### src/rtl/fpga_status_led_pkg.sv
// fpga_status_led_pkg: shared mode/state encodings and counter sizing for the status LED controller
package fpga_status_led_pkg;
  typedef enum logic [1:0] {LED_OFF, LED_ON, LED_HEARTBEAT, LED_ACTIVITY} led_mode_e;
  typedef enum logic [2:0] {CS_IDLE, CS_SOLID, CS_ON, CS_OFF, CS_PAUSE} code_state_e;
  function automatic int cnt_w(input int max);
    return (max < 1) ? 1 : $clog2(max + 1);
  endfunction
endpackage

### src/rtl/fpga_status_led_ctrl_if.sv
// fpga_status_led_ctrl_if: mode/event/exit inputs and LED outputs of the status LED controller
interface fpga_status_led_ctrl_if #(
  parameter int NUM_LEDS = 4,
  parameter int CODE_W   = 4
);
  logic [2*NUM_LEDS-1:0] mode_i;
  logic [NUM_LEDS-1:0]   event_i;
  logic                  exit_valid_i;
  logic [CODE_W-1:0]     exit_value_i;
  logic [NUM_LEDS-1:0]   led_o;
  logic                  code_led_o;
  logic                  code_active_o;
  logic                  tick_o;
  modport master (
    output mode_i, event_i, exit_valid_i, exit_value_i,
    input  led_o, code_led_o, code_active_o, tick_o
  );
  modport slave (
    input  mode_i, event_i, exit_valid_i, exit_value_i,
    output led_o, code_led_o, code_active_o, tick_o
  );
endinterface

### src/rtl/fpga_status_led_stretch.sv
// fpga_status_led_stretch: one activity pulse-stretch counter, cleared while its channel is not in activity mode
module fpga_status_led_stretch
  import fpga_status_led_pkg::*;
#(
  parameter int STRETCH_TICKS = 50
) (
  input  logic clk,
  input  logic rst,
  input  logic en,
  input  logic ev,
  input  logic tick,
  output logic active
);
  localparam int W = cnt_w(STRETCH_TICKS);
  logic [W-1:0] cnt, cnt_nxt;
  // reload beats a coincident tick; active looks at the next value so the LED lights one cycle after the event
  always_comb cnt_nxt = !en ? '0 : ev ? W'(STRETCH_TICKS) : (tick && cnt != '0) ? cnt - 1'b1 : cnt;
  assign active = cnt_nxt != '0;
  // counter register
  always_ff @(posedge clk) begin
    if (rst) cnt <= '0;
    else cnt <= cnt_nxt;
  end
endmodule

### src/rtl/fpga_status_led_ctrl.sv
// fpga_status_led_ctrl: mode-controlled status LEDs plus an exit-code LED that blinks the code repeatedly
module fpga_status_led_ctrl
  import fpga_status_led_pkg::*;
#(
  parameter int NUM_LEDS      = 4,
  parameter int TICK_DIV      = 20000,
  parameter int HB_TICKS      = 250,
  parameter int STRETCH_TICKS = 50,
  parameter int BLINK_TICKS   = 200,
  parameter int PAUSE_TICKS   = 1000,
  parameter int CODE_W        = 4
) (
  input logic                   clk_i,
  input logic                   rst_i,
  fpga_status_led_ctrl_if.slave bus
);
  localparam int DIV_W = cnt_w(TICK_DIV);
  localparam int HB_W  = cnt_w(HB_TICKS);
  localparam int PH_W  = cnt_w(BLINK_TICKS > PAUSE_TICKS ? BLINK_TICKS : PAUSE_TICKS);
  localparam logic [2:0] S_IDLE  = CS_IDLE;
  localparam logic [2:0] S_SOLID = CS_SOLID;
  localparam logic [2:0] S_ON    = CS_ON;
  localparam logic [2:0] S_OFF   = CS_OFF;
  localparam logic [2:0] S_PAUSE = CS_PAUSE;
  if (NUM_LEDS < 1 || TICK_DIV < 2 || HB_TICKS < 1 || STRETCH_TICKS < 1 ||
      BLINK_TICKS < 1 || PAUSE_TICKS < 1 || CODE_W < 1) begin : g_bad_params
    $error("fpga_status_led_ctrl: illegal parameter value");
  end
  logic [DIV_W-1:0]    div_cnt;
  logic                tick;
  logic [HB_W-1:0]     hb_cnt;
  logic                hb_q;
  logic [NUM_LEDS-1:0] act, led_nxt;
  logic [2:0]          state, state_nxt;
  logic [PH_W-1:0]     phase, phase_nxt, dur;
  logic [CODE_W-1:0]   code_q, code_nxt, bc, bc_nxt;
  logic                ev_q, rise, done;
  assign bus.tick_o = tick;
  // time base: tick is a registered strobe following the last divider count
  always_ff @(posedge clk_i) begin
    if (rst_i) begin
      div_cnt <= '0;
      tick    <= 1'b0;
    end else begin
      div_cnt <= (div_cnt == DIV_W'(TICK_DIV - 1)) ? '0 : div_cnt + 1'b1;
      tick    <= div_cnt == DIV_W'(TICK_DIV - 1);
    end
  end
  // shared heartbeat: toggles every HB_TICKS ticks so all heartbeat channels stay in phase
  always_ff @(posedge clk_i) begin
    if (rst_i) begin
      hb_cnt <= '0;
      hb_q   <= 1'b0;
    end else if (tick) begin
      hb_cnt <= (hb_cnt == HB_W'(HB_TICKS - 1)) ? '0 : hb_cnt + 1'b1;
      hb_q   <= hb_q ^ (hb_cnt == HB_W'(HB_TICKS - 1));
    end
  end
  for (genvar k = 0; k < NUM_LEDS; k++) begin : g_ch
    logic [1:0] m;
    assign m = bus.mode_i[2*k +: 2];
    fpga_status_led_stretch #(.STRETCH_TICKS(STRETCH_TICKS)) u_stretch (
      .clk    (clk_i),
      .rst    (rst_i),
      .en     (m == LED_ACTIVITY),
      .ev     (bus.event_i[k]),
      .tick   (tick),
      .active (act[k])
    );
    assign led_nxt[k] = (m == LED_ON) | ((m == LED_HEARTBEAT) & hb_q) | act[k];
  end
  // channel LED drive register
  always_ff @(posedge clk_i) begin
    if (rst_i) bus.led_o <= '0;
    else bus.led_o <= led_nxt;
  end
  assign rise = bus.exit_valid_i & ~ev_q;
  assign dur  = (state == S_PAUSE) ? PH_W'(PAUSE_TICKS) : PH_W'(BLINK_TICKS);
  assign done = tick && (phase + 1'b1 == dur);
  // exit-code sequencer: first exit edge wins, then ON/OFF pairs per code unit and a dark pause
  always_comb begin
    state_nxt = state;
    phase_nxt = phase;
    bc_nxt    = bc;
    code_nxt  = code_q;
    if (state == S_IDLE) begin
      if (rise) begin
        code_nxt  = bus.exit_value_i;
        bc_nxt    = '0;
        phase_nxt = '0;
        state_nxt = (bus.exit_value_i == '0) ? S_SOLID : S_ON;
      end
    end else if (state != S_SOLID && tick) begin
      phase_nxt = done ? '0 : phase + 1'b1;
      if (done) begin
        state_nxt = (state == S_ON) ? S_OFF : (state == S_OFF && bc >= code_q) ? S_PAUSE : S_ON;
        bc_nxt    = (state == S_ON) ? bc + 1'b1 : (state == S_OFF && bc >= code_q) ? '0 : bc;
      end
    end
  end
  // sequencer state plus code LED/active flags registered from the next state
  always_ff @(posedge clk_i) begin
    if (rst_i) begin
      state             <= S_IDLE;
      phase             <= '0;
      bc                <= '0;
      code_q            <= '0;
      ev_q              <= 1'b0;
      bus.code_led_o    <= 1'b0;
      bus.code_active_o <= 1'b0;
    end else begin
      state             <= state_nxt;
      phase             <= phase_nxt;
      bc                <= bc_nxt;
      code_q            <= code_nxt;
      ev_q              <= bus.exit_valid_i;
      bus.code_led_o    <= (state_nxt == S_SOLID) || (state_nxt == S_ON);
      bus.code_active_o <= state_nxt != S_IDLE;
    end
  end
endmodule

### src/flat_wrapper.sv
// flat-port wrapper written by rule: the top's interface ports become plain ports
module fpga_status_led_ctrl_flat import fpga_status_led_pkg::*;
#(
  parameter int NUM_LEDS      = 4,
  parameter int TICK_DIV      = 20000,
  parameter int HB_TICKS      = 250,
  parameter int STRETCH_TICKS = 50,
  parameter int BLINK_TICKS   = 200,
  parameter int PAUSE_TICKS   = 1000,
  parameter int CODE_W        = 4
)
  (clk_i, rst_i, bus_mode_i, bus_event_i, bus_exit_valid_i, bus_exit_value_i, bus_led_o, bus_code_led_o, bus_code_active_o, bus_tick_o);
  fpga_status_led_ctrl_if #(.NUM_LEDS(NUM_LEDS), .CODE_W(CODE_W)) bus_i ();
  input logic clk_i;
  input logic rst_i;
  input wire logic [$bits(bus_i.mode_i)-1:0] bus_mode_i;
  input wire logic [$bits(bus_i.event_i)-1:0] bus_event_i;
  input wire logic [$bits(bus_i.exit_valid_i)-1:0] bus_exit_valid_i;
  input wire logic [$bits(bus_i.exit_value_i)-1:0] bus_exit_value_i;
  output wire logic [$bits(bus_i.led_o)-1:0] bus_led_o;
  output wire logic [$bits(bus_i.code_led_o)-1:0] bus_code_led_o;
  output wire logic [$bits(bus_i.code_active_o)-1:0] bus_code_active_o;
  output wire logic [$bits(bus_i.tick_o)-1:0] bus_tick_o;
  assign bus_i.mode_i = bus_mode_i;
  assign bus_i.event_i = bus_event_i;
  assign bus_i.exit_valid_i = bus_exit_valid_i;
  assign bus_i.exit_value_i = bus_exit_value_i;
  assign bus_led_o = bus_i.led_o;
  assign bus_code_led_o = bus_i.code_led_o;
  assign bus_code_active_o = bus_i.code_active_o;
  assign bus_tick_o = bus_i.tick_o;
  fpga_status_led_ctrl #(.NUM_LEDS(NUM_LEDS), .TICK_DIV(TICK_DIV), .HB_TICKS(HB_TICKS), .STRETCH_TICKS(STRETCH_TICKS), .BLINK_TICKS(BLINK_TICKS), .PAUSE_TICKS(PAUSE_TICKS), .CODE_W(CODE_W)) u_core (.clk_i(clk_i), .rst_i(rst_i), .bus(bus_i));
endmodule
### config.mk
export PLATFORM = sky130hd
export DESIGN_NAME = fpga_status_led_ctrl_flat
export DESIGN_NICKNAME = d
export VERILOG_FILES = /design/src/rtl/fpga_status_led_pkg.sv /design/src/rtl/fpga_status_led_ctrl_if.sv /design/src/rtl/fpga_status_led_stretch.sv /design/src/rtl/fpga_status_led_ctrl.sv /design/src/flat_wrapper.sv
export SDC_FILE = /design/constraint.sdc
export NUM_CORES = 1
export LEC_CHECK = 0
export CORE_MARGIN = 3
export CORE_UTILIZATION = 50
export DETAILED_ROUTE_END_ITERATION = 12
export HOLD_SLACK_MARGIN = 0.06
export PLACE_DENSITY = 0.77
export SLEW_MARGIN = 5
export SYNTH_ARGS = -nofsm -noshare
export SYNTH_HDL_FRONTEND = slang
export SYNTH_HIERARCHICAL = 1
export SYNTH_SLANG_ARGS = --single-unit
### constraint.sdc
create_clock -name clk_i -period 2.9 [get_ports clk_i]
set_clock_uncertainty 0.2 [all_clocks]
set_input_delay 0.29 -clock clk_i [delete_from_list [all_inputs] [get_ports clk_i]]
set_output_delay 0.29 -clock clk_i [all_outputs]
set_load 0.01 [all_outputs]
### Yosys cells after proc, flatten, opt, wreduce, memory -nomap -nowiden

Index checks and enable logic that the tools add are counted.

* add/sub/neg operators: 8
* order comparisons: 1
* equality and inequality tests: 22
* mux-type cells: 31
* bitwise gates (word level): 15
* reduce and logical (&&, ||, !) cells: 26

Operators with widths (number)
* 6-bit two-way mux: 12
* 10-bit two-way mux: 5
* 6-bit nonzero test: 8
* 4-bit two-way mux: 6
* 6-bit by 1-bit subtractor with 6-bit output (second input constant): 4
* 3-bit two-way mux: 6
* 2-bit equality test (second input constant): 8
* 15-bit by 1-bit adder with 15-bit output (second input constant): 1
* 15-bit equality test (second input constant): 1
* 10-bit by 1-bit adder with 10-bit output (second input constant): 1
* 10-bit equality test: 1
* 3-bit by 2-bit equality test with 1-bit output (second input constant): 3
* 8-bit by 1-bit adder with 8-bit output (second input constant): 1
* 2-bit by 1-bit equality test with 1-bit output (second input constant): 4
* 8-bit equality test (second input constant): 1
* 8-bit two-way mux: 1
* 1-bit bitwise OR: 8
* 1-bit logical AND: 7
* 3-bit nonzero test: 2
* 1-bit AND: 5
* 4-bit by 1-bit adder with 4-bit output (second input constant): 1
* 4-bit >= comparator: 1
* 4-bit zero test: 1
* 2-bit AND reduction: 2
* 12 further kinds: 13

* flip-flop bits (word level): 77
* output and inout port bits: 7
* word-level logic and storage cells: 119

### Depth between registers and ports, before layout

Gate-level depths: netlist of run 1.

* depth in word-level cells: 9
* mapped depth: 11
* gate-level depth less buffers: 10

### Modules after synthesis

Netlist of run 1, hierarchy kept.

Modules (own cells, without submodules)
* fpga_status_led_ctrl: times used 1, cells each 319, area each 2675.1 sq um
* fpga_status_led_stretch: times used 4, cells each 42, area each 375.4 sq um

### Worst setup path after synthesis of run 1

Ideal clock, no wire load.

* kind: flip-flop to flip-flop
* start: register u_core.phase[0]
* end: register u_core.bc[2]
* library setup time: 132 ps
* arrival time: 2558 ps
* required time: 2568 ps
* setup slack: 11 ps
* stages on the path, launching flop included: 10
* cell sequence: dfxtp_1 -> ha_1 -> clkbuf_1 -> nand4_1 -> xor2_1 -> or4_4 -> a21o_4 -> a2111oi_4 -> o311a_1 -> nor3_1

* cells in the longest elaborated chain, start to end: 5

Ends and longest elaborated chain
* start, declared: line fpga_status_led_ctrl.sv:35 `logic [PH_W-1:0] phase, phase_nxt, dur;`
* start signal, assigned: line fpga_status_led_ctrl.sv:113 `phase <= phase_nxt;`
* 10-bit by 1-bit adder with 10-bit output: line fpga_status_led_ctrl.sv:79 `assign done = tick && (phase + 1'b1 == dur);`
* 10-bit equality test: line fpga_status_led_ctrl.sv:79
* 1-bit logical AND: line fpga_status_led_ctrl.sv:79
* 2-bit nonzero test (no source line)
* 4-bit AND reduction (no source line)
* end signal, assigned: line fpga_status_led_ctrl.sv:114 `bc <= bc_nxt;`
* end, declared: line fpga_status_led_ctrl.sv:36 `logic [CODE_W-1:0] code_q, code_nxt, bc, bc_nxt;`

No other way between the ends.
A chain may end at the register's enable or synchronous reset.

### Final worst setup path of run 1

* start: register u_core.phase[0]
* end: register u_core.bc[3]

The elaborated chain is that of the path after synthesis.

==> results of run 1 <==
-- logic make-up (layout without fill, tap and decap cells) --
group                      count (synthesis)  count (layout)  share of synthesized area
AOI/OAI and AO/OA                         86              86                     0.1495
xor gates and xnor gates                  29              29                    0.06081
adders and majority gates                 18              18                    0.05393
buffers and inverters                     50              90                    0.04613
DFF                                       77              77                     0.3691
muxes                                      8               8                    0.02037
and+or+nand+nor                          219             219                     0.3002
-- power breakdown --
part	switching (uW)	internal, uW
sequential	17.4	1080
combinational	113	101
clock	370	529
-- worst max-delay path by stage --
stage               cells after the start             from  slack (ns)           end
floorplan                               9  u_core/phase[0]        0.01  u_core/bc[2]
global placement                        8  u_core/phase[0]        0.15  u_core/bc[2]
detailed placement                      8  u_core/phase[0]        0.06  u_core/bc[2]
CTS                                     8  u_core/phase[0]        0.04  u_core/bc[2]
global route                            8  u_core/phase[0]      -0.009  u_core/bc[3]
finish                                  8  u_core/phase[0]        0.03  u_core/bc[3]
-- state kept, by name, indices dropped and copies added (netlist names) --
signal and flops:
u_core/g_ch.u_stretch/cnt 24, u_core/div_cnt 15, u_core/phase 10, u_core/hb_cnt 8, u_core/bc 4, u_core/bus.led_o 4, u_core/code_q 4, u_core/state 3
u_core/bus.code_active_o 1, u_core/bus.code_led_o 1, u_core/bus.tick_o 1, u_core/ev_q 1, u_core/hb_q 1
-- synth_stat cells (4+ instances only) --
cell       instances  area share
nor3b_1            8       0.014
inv_1             34       0.031
o2111ai_1          5       0.010
nand3_1           16       0.019
nor3_1            26       0.031
dfxtp_1           77        0.37
o21ai_2            4      0.0084
a21bo_2            4      0.0096
or4_1              5      0.0090
nand4_1            8       0.012
nor2_1            59       0.053
ha_1              18       0.054
buf_2              4      0.0048
o221ai_2           4       0.014
and3b_1            5       0.010
mux2i_1            4      0.0096
a311oi_1           4      0.0084
o21ai_0            8      0.0096
nor4b_2            4       0.014
or2_2              5      0.0075
a31oi_1            4      0.0060
xor2_1            13       0.027
nand2_1           38       0.034
nor3_2             4      0.0096
mux2_2             4       0.011
and2_1             7       0.010
nand3b_1           9       0.016
a21oi_1           35       0.042
or4b_4             4       0.013
clkbuf_1          11      0.0099
nand2b_1           5      0.0075
xnor2_1           16       0.034
-- metrics by stage --
step,hold slack [ns],setup TNS [ns],instances,util,setup slack (ns)
floorplan,0.1618,0,487,-,0.01078
global placement,0.2449,0,613,0.5799,0.1486
detailed placement,0.2534,0,613,0.5799,0.05690
CTS,0.1945,0,629,0.6083,0.04234
global route,0.2233,-0.008877,629,0.6098,-0.008877
finish,0.1996,0,629,0.6098,0.02901
-- layout make-up --
class                   count  share of cell area
flip-flops and latches     77              0.3188
inverters                  34             0.02640
clock inverters             4             0.01449
clock buffers              12             0.03209
multi-input cells         360              0.5078
well taps                 102             0.02640
repair buffers             40             0.07402
-- metal layers --
layer | track usage | wire [um]
met1 | 0.2324 | 3946
met2 | 0.2941 | 4014
met3 | 0.02656 | 261
met4 | 0.08733 | 182
met5 | 0 | 0
-- placed cells by master, fill, tap and decap left out, types with 5 or more instances in the layout --
cell type and count:
nor2_1 59, inv_1 34, and3b_1 5, dfxtp_1 77
and2_1 7, buf_4 15, or2_2 5, nand4_1 8
nand2b_1 5, a21oi_1 35, nor3b_1 8, nand2_1 38
o21ai_0 8, clkdlybuf4s50_1 24, xnor2_1 16, clkbuf_8 11
xor2_1 13, or4_1 5, nand3_1 16, nand3b_1 9
ha_1 18, nor3_1 26
-- worst reg2reg max path, delay by kind of cell (launching register included) --
kind / cells / cell delay [ns]
flip-flops: 1 / 0.32
AO/OA/AOI/OAI: 5 / 1.19
adder cells (fa/ha/maj): 1 / 0.26
AND/OR/NAND/NOR: 2 / 0.82
-- timing repair --
item / CTS / global route
hold buffers: 0 / 0
endpoints found under the setup margin: 0 / 9
resized for setup: 0 / 3
==> impl_metrics.csv, run 1 <==
group,metric,value,unit
min_path,min-delay-start,"rst_i",
setup_path,cpMaxStageDelayCell,"or4_1",
setup_path,regToRegSetupSlack,0.03,ns
min_path,hold_end,"u_core/g_ch[2].u_stretch/cnt[4]",
setup_path,cp_num_buf_inv,0,
cts,cts-root-buf,"clkbuf_8",
global_route,grt_overflow,0,
routing,vias_per_cell,5.601,
cts,cts_tree,"built",
setup_path,crit_path_cell_trace,"ha_1 > or4_1 > a21boi_1 > o2111ai_2 > a21o_4 > nor4_4 > a41oi_1 > a311oi_1",
floorplanning,die_y,97.40,um
placed_design,portBuffers,25,
setup_path,max_stage_delay,0.51,ns
min_path,worstHoldPathType,"input pin to flip-flop",
power_and_ir_drop,fin_total_pwr,2213,uW
floorplanning,dieArea,0.009486,mm^2
cts,htreeDepth,3,
synthesis,synthDistinctLibCells,59,
synthesis,synth_seq_cells,77,
cts,clock_latency,0.35,ns
setup_path,crit_required,2.94,ns
power_and_ir_drop,power_density,457.8,mW/mm^2
floorplanning,die_w,97.40,um
global_route,antenna_found_initial,0,
sta,setup_viol,0,
sta,max_freq,348.3,MHz
global_route,grt_pass1_vias,3389,
setup_path,cp-start-kind,"flip-flop",
placed_design,placed_area,0.004597,mm^2
cells_and_area,final_area,0.004835,mm^2
synthesis,synthArstFlopShare,0,
routing,via_count,3523,
setup_path,crit_family,"compound AO/OA/AOI/OAI gates",
synthesis,synth_warnings,6,
routing,initialDrtViolationCount,167,
min_path,min_path_cells,2,
cells_and_area,regArea,0.001541,mm^2
synthesis,synthesis.area,0.004177,mm^2
sta,finalHoldViolCount,0,
cts,cts_sinks,77,
synthesis,synth-edff-count,0,
setup_path,critPathArrivalTime,2.91,ns
routing,ant_nets,0,
floorplanning,core_area,0.007928,mm^2
sta,slew_violations,0,
setup_path,reg2reg_to,"u_core/bc[3]",
setup_path,path_class,"flip-flop to flip-flop",
setup_path,worstSetupEndpointType,"flip-flop",
global_route,grt_pass1_wl,14620,um
placed_design,dp_hpwl,6129,um
cts,clkTransAtPathRegs,0.08,ns
synthesis,syn_area_per_cell,8.576,um^2
global_route,grt_max_degree,33,
cells_and_area,drive_gt1_frac,0.1385,
routing,drc_errors,0,
synthesis,synthFlopType,"dfxtp_1",
cts,numCtsBuffers,9,
synthesis,yosysSeqAreaShare,0.3691,
synthesis,synthesis.nets,524,
floorplanning,initial_core_util,0.5268,
setup_path,reg2reg_from,"u_core/phase[0]",
sta,max_slew_margin,0.5841,
synthesis,syn_inst,487,
placed_design,place_congestion,0.8779,
cts,cts_buffer_depth,2,
power_and_ir_drop,leakagePower,0.001778,uW
sta,post-route-period-util,0.9900,
floorplanning,pin_count,26,
power_and_ir_drop,vdd_ir_drop_max,0.2711,mV
routing,drt-wirelength-per-cell,13.36,um
sta,min_period,2.871,ns
cells_and_area,multi_input_area,0.002455,mm^2
run_status,status,"complete, no violations",
floorplanning,rows,32,
routing,dr.pass1.iters,4,
cells_and_area,fillCellCount,689,
cells_and_area,layout.nets,559,
routing,wl,8405,um
sta,worstMarginPinSlew,0.6182,ns
run,maxCapViolCount,0,
cells_and_area,area_growth,15.76,%
cells_and_area,antennaDiodeCount,0,
cts,cts_setup_buffers,0,
setup_path,r2r_cells,8,
global_route,track_usage,0.1801,
setup_path,crit_fanout,5,
Note: power is estimated with default switching activity, not from simulation.
==> run 2: changes to the inputs <==
--- a/config.mk
+++ b/config.mk
@@ -5,6 +5,7 @@
 export SDC_FILE = /design/constraint.sdc
 export NUM_CORES = 1
 export LEC_CHECK = 0
+export CORE_ASPECT_RATIO = 0.75
 export CORE_MARGIN = 3
 export CORE_UTILIZATION = 50
 export DETAILED_ROUTE_END_ITERATION = 12
==> run 2 against run 1 <==
Flip-flop and latch count unchanged. Power is 5.7% lower. First-iteration DRC count increased by 41%. Global-route usage grew 0.72 points. Critical path depth did not move. Register-to-register slack improved by 0.11 ns. Via count grew 0.11%. Clock power is 14% lower. Hold slack got worse by 0.051 ns. Combinational power about the same. Sequential power about the same. Largest power group unchanged.
==> impl_metrics.csv, run 2 (synthesis gave the netlist of run 1 again) <==
group,metric,value,unit
run_status,status,"complete, no violations",
routing,vias_per_cell,5.581,
setup_path,crit_required,2.93,ns
sta,slew_violations,0,
routing,via_count,3527,
global_route,grt_overflow,0,
cts,cts_sinks,77,
cells_and_area,drive_gt1_frac,0.1423,
power_and_ir_drop,vdd_ir_drop_max,0.2759,mV
power_and_ir_drop,leakagePower,0.001765,uW
routing,ant_nets,0,
sta,worstMarginPinSlew,0.5004,ns
cts,clkTransAtPathRegs,0.07,ns
cells_and_area,area_growth,15.16,%
routing,drt-wirelength-per-cell,13.57,um
global_route,antenna_found_initial,0,
cells_and_area,largest-register,"u_core/g_ch.u_stretch/cnt",
power_and_ir_drop,fin_total_pwr,2087,uW
setup_path,path_class,"flip-flop to flip-flop",
placed_design,portBuffers,25,
setup_path,crit_fanout,5,
routing,dr.pass1.iters,5,
routing,wl,8576,um
cells_and_area,layout_commonest_cell,"dfxtp_1",
sta,max_freq,362.6,MHz
cells_and_area,largest_reg_flops,24,
cells_and_area,antennaDiodeCount,0,
run,maxCapViolCount,0,
min_path,worstHoldPathType,"input pin to flip-flop",
cells_and_area,layout.nets,561,
sta,rsz0062_at_grt,"no",
sta,min_period,2.757,ns
setup_path,cp-start-kind,"flip-flop",
global_route,grt_max_degree,37,
cts,htreeDepth,3,
floorplanning,pin_count,26,
cts,cts-root-buf,"clkbuf_8",
sta,finalHoldViolCount,0,
setup_path,critPathArrivalTime,2.79,ns
cts,clock_latency,0.35,ns
sta,fin_setup_tns,0,ns
sta,max_slew_margin,0.6664,
cts,cts_hold_buffers,0,
cts,post_cts_resized,0,
setup_path,worstSetupEndpointType,"flip-flop",
floorplanning,die_y,85.15,um
cts,cts_setup_buffers,0,
sta,post-route-period-util,0.9509,
floorplanning,core_area,0.007988,mm^2
routing,drc_errors,0,
global_route,grt_pass1_vias,3315,
floorplanning,dieArea,0.009497,mm^2
routing,initialDrtViolationCount,236,
global_route,track_usage,0.1873,
power_and_ir_drop,power_density,433.9,mW/mm^2
cells_and_area,reg.largest.list,"u_core/g_ch.u_stretch/cnt: 24 flops, u_core/div_cnt: 15 flops, u_core/phase: 10 flops",
cts,cts_buffer_depth,2,
cells_and_area,mostFrequentLayoutCells,"75 x dfxtp_1, 58 x nor2_1, 38 x nand2_1, 35 x a21oi_1, 34 x inv_1",
floorplanning,die_w,111.5,um
placed_design,place_congestion,0.8925,
floorplanning,rows,28,
placed_design,dp_hpwl,6301,um
global_route,grt_pass1_wl,14790,um
floorplanning,initial_core_util,0.5229,
cts,numCtsBuffers,9,
cts,cts_tree,"built",
sta,setup_viol,0,
-- run 2: layer usage --
metal	routed length (um)	global-route usage
met2	3949	0.3016
met3	387	0.06557
met5	0	0
met1	4162	0.2473
met4	76	0.03536
-- run 2: through the flow --
stage	utilization	cell area, um^2	setup slack (ns)	hold WS [ns]	cells
global placement	0.5779	4616	0.1481	0.2441	618
detailed placement	0.5779	4616	0.05476	0.2536	618
CTS	0.6004	4796	0.02538	0.1295	632
finish	0.6021	4810	0.1425	0.1482	632
floorplan	-	4177	0.01078	0.1618	487
global route	0.6021	4810	0.006734	0.1510	632
-- run 2: path summary, 6_finish.rpt --
check	startpoint	endpoint	slack, ns	cells after the start
min reg2reg	u_core/code_q[3]	u_core/code_q[3]	0.26	2
max	u_core/phase[5]	u_core/bc[2]	0.14	8
min	rst_i	u_core/g_ch[1].u_stretch/cnt[4]	0.15	2
max reg2reg	u_core/phase[5]	u_core/bc[2]	0.14	8
-- run 2: area by class of cell --
class / instances / area, um^2
Multi-Input combinational cell: 360 / 2454
Clock inverter: 2 / 35.03
Inverter: 34 / 127.6
Fill cell: 661 / 3178
Clock buffer: 12 / 145.1
Sequential cell: 77 / 1544
Timing Repair Buffer: 42 / 372.9
Tap cell: 105 / 131.4
-- run 2: critical path, cell delays in order (launching register included) --
cell and delay [ns]:
dfxtp_1 0.40, and4_4 0.26, nand4_1 0.12, xor2_1 0.18, or4_4 0.52, a21o_4 0.26, a2111oi_4 0.39, o311a_1 0.24
nor3_1 0.04
-- run 2: power by group --
group,switching [uW],total [uW],internal (uW)
Combinational,113,213,101
Sequential,17.8,1100,1080
Clock,363,774,411
Total,493,2090,1590
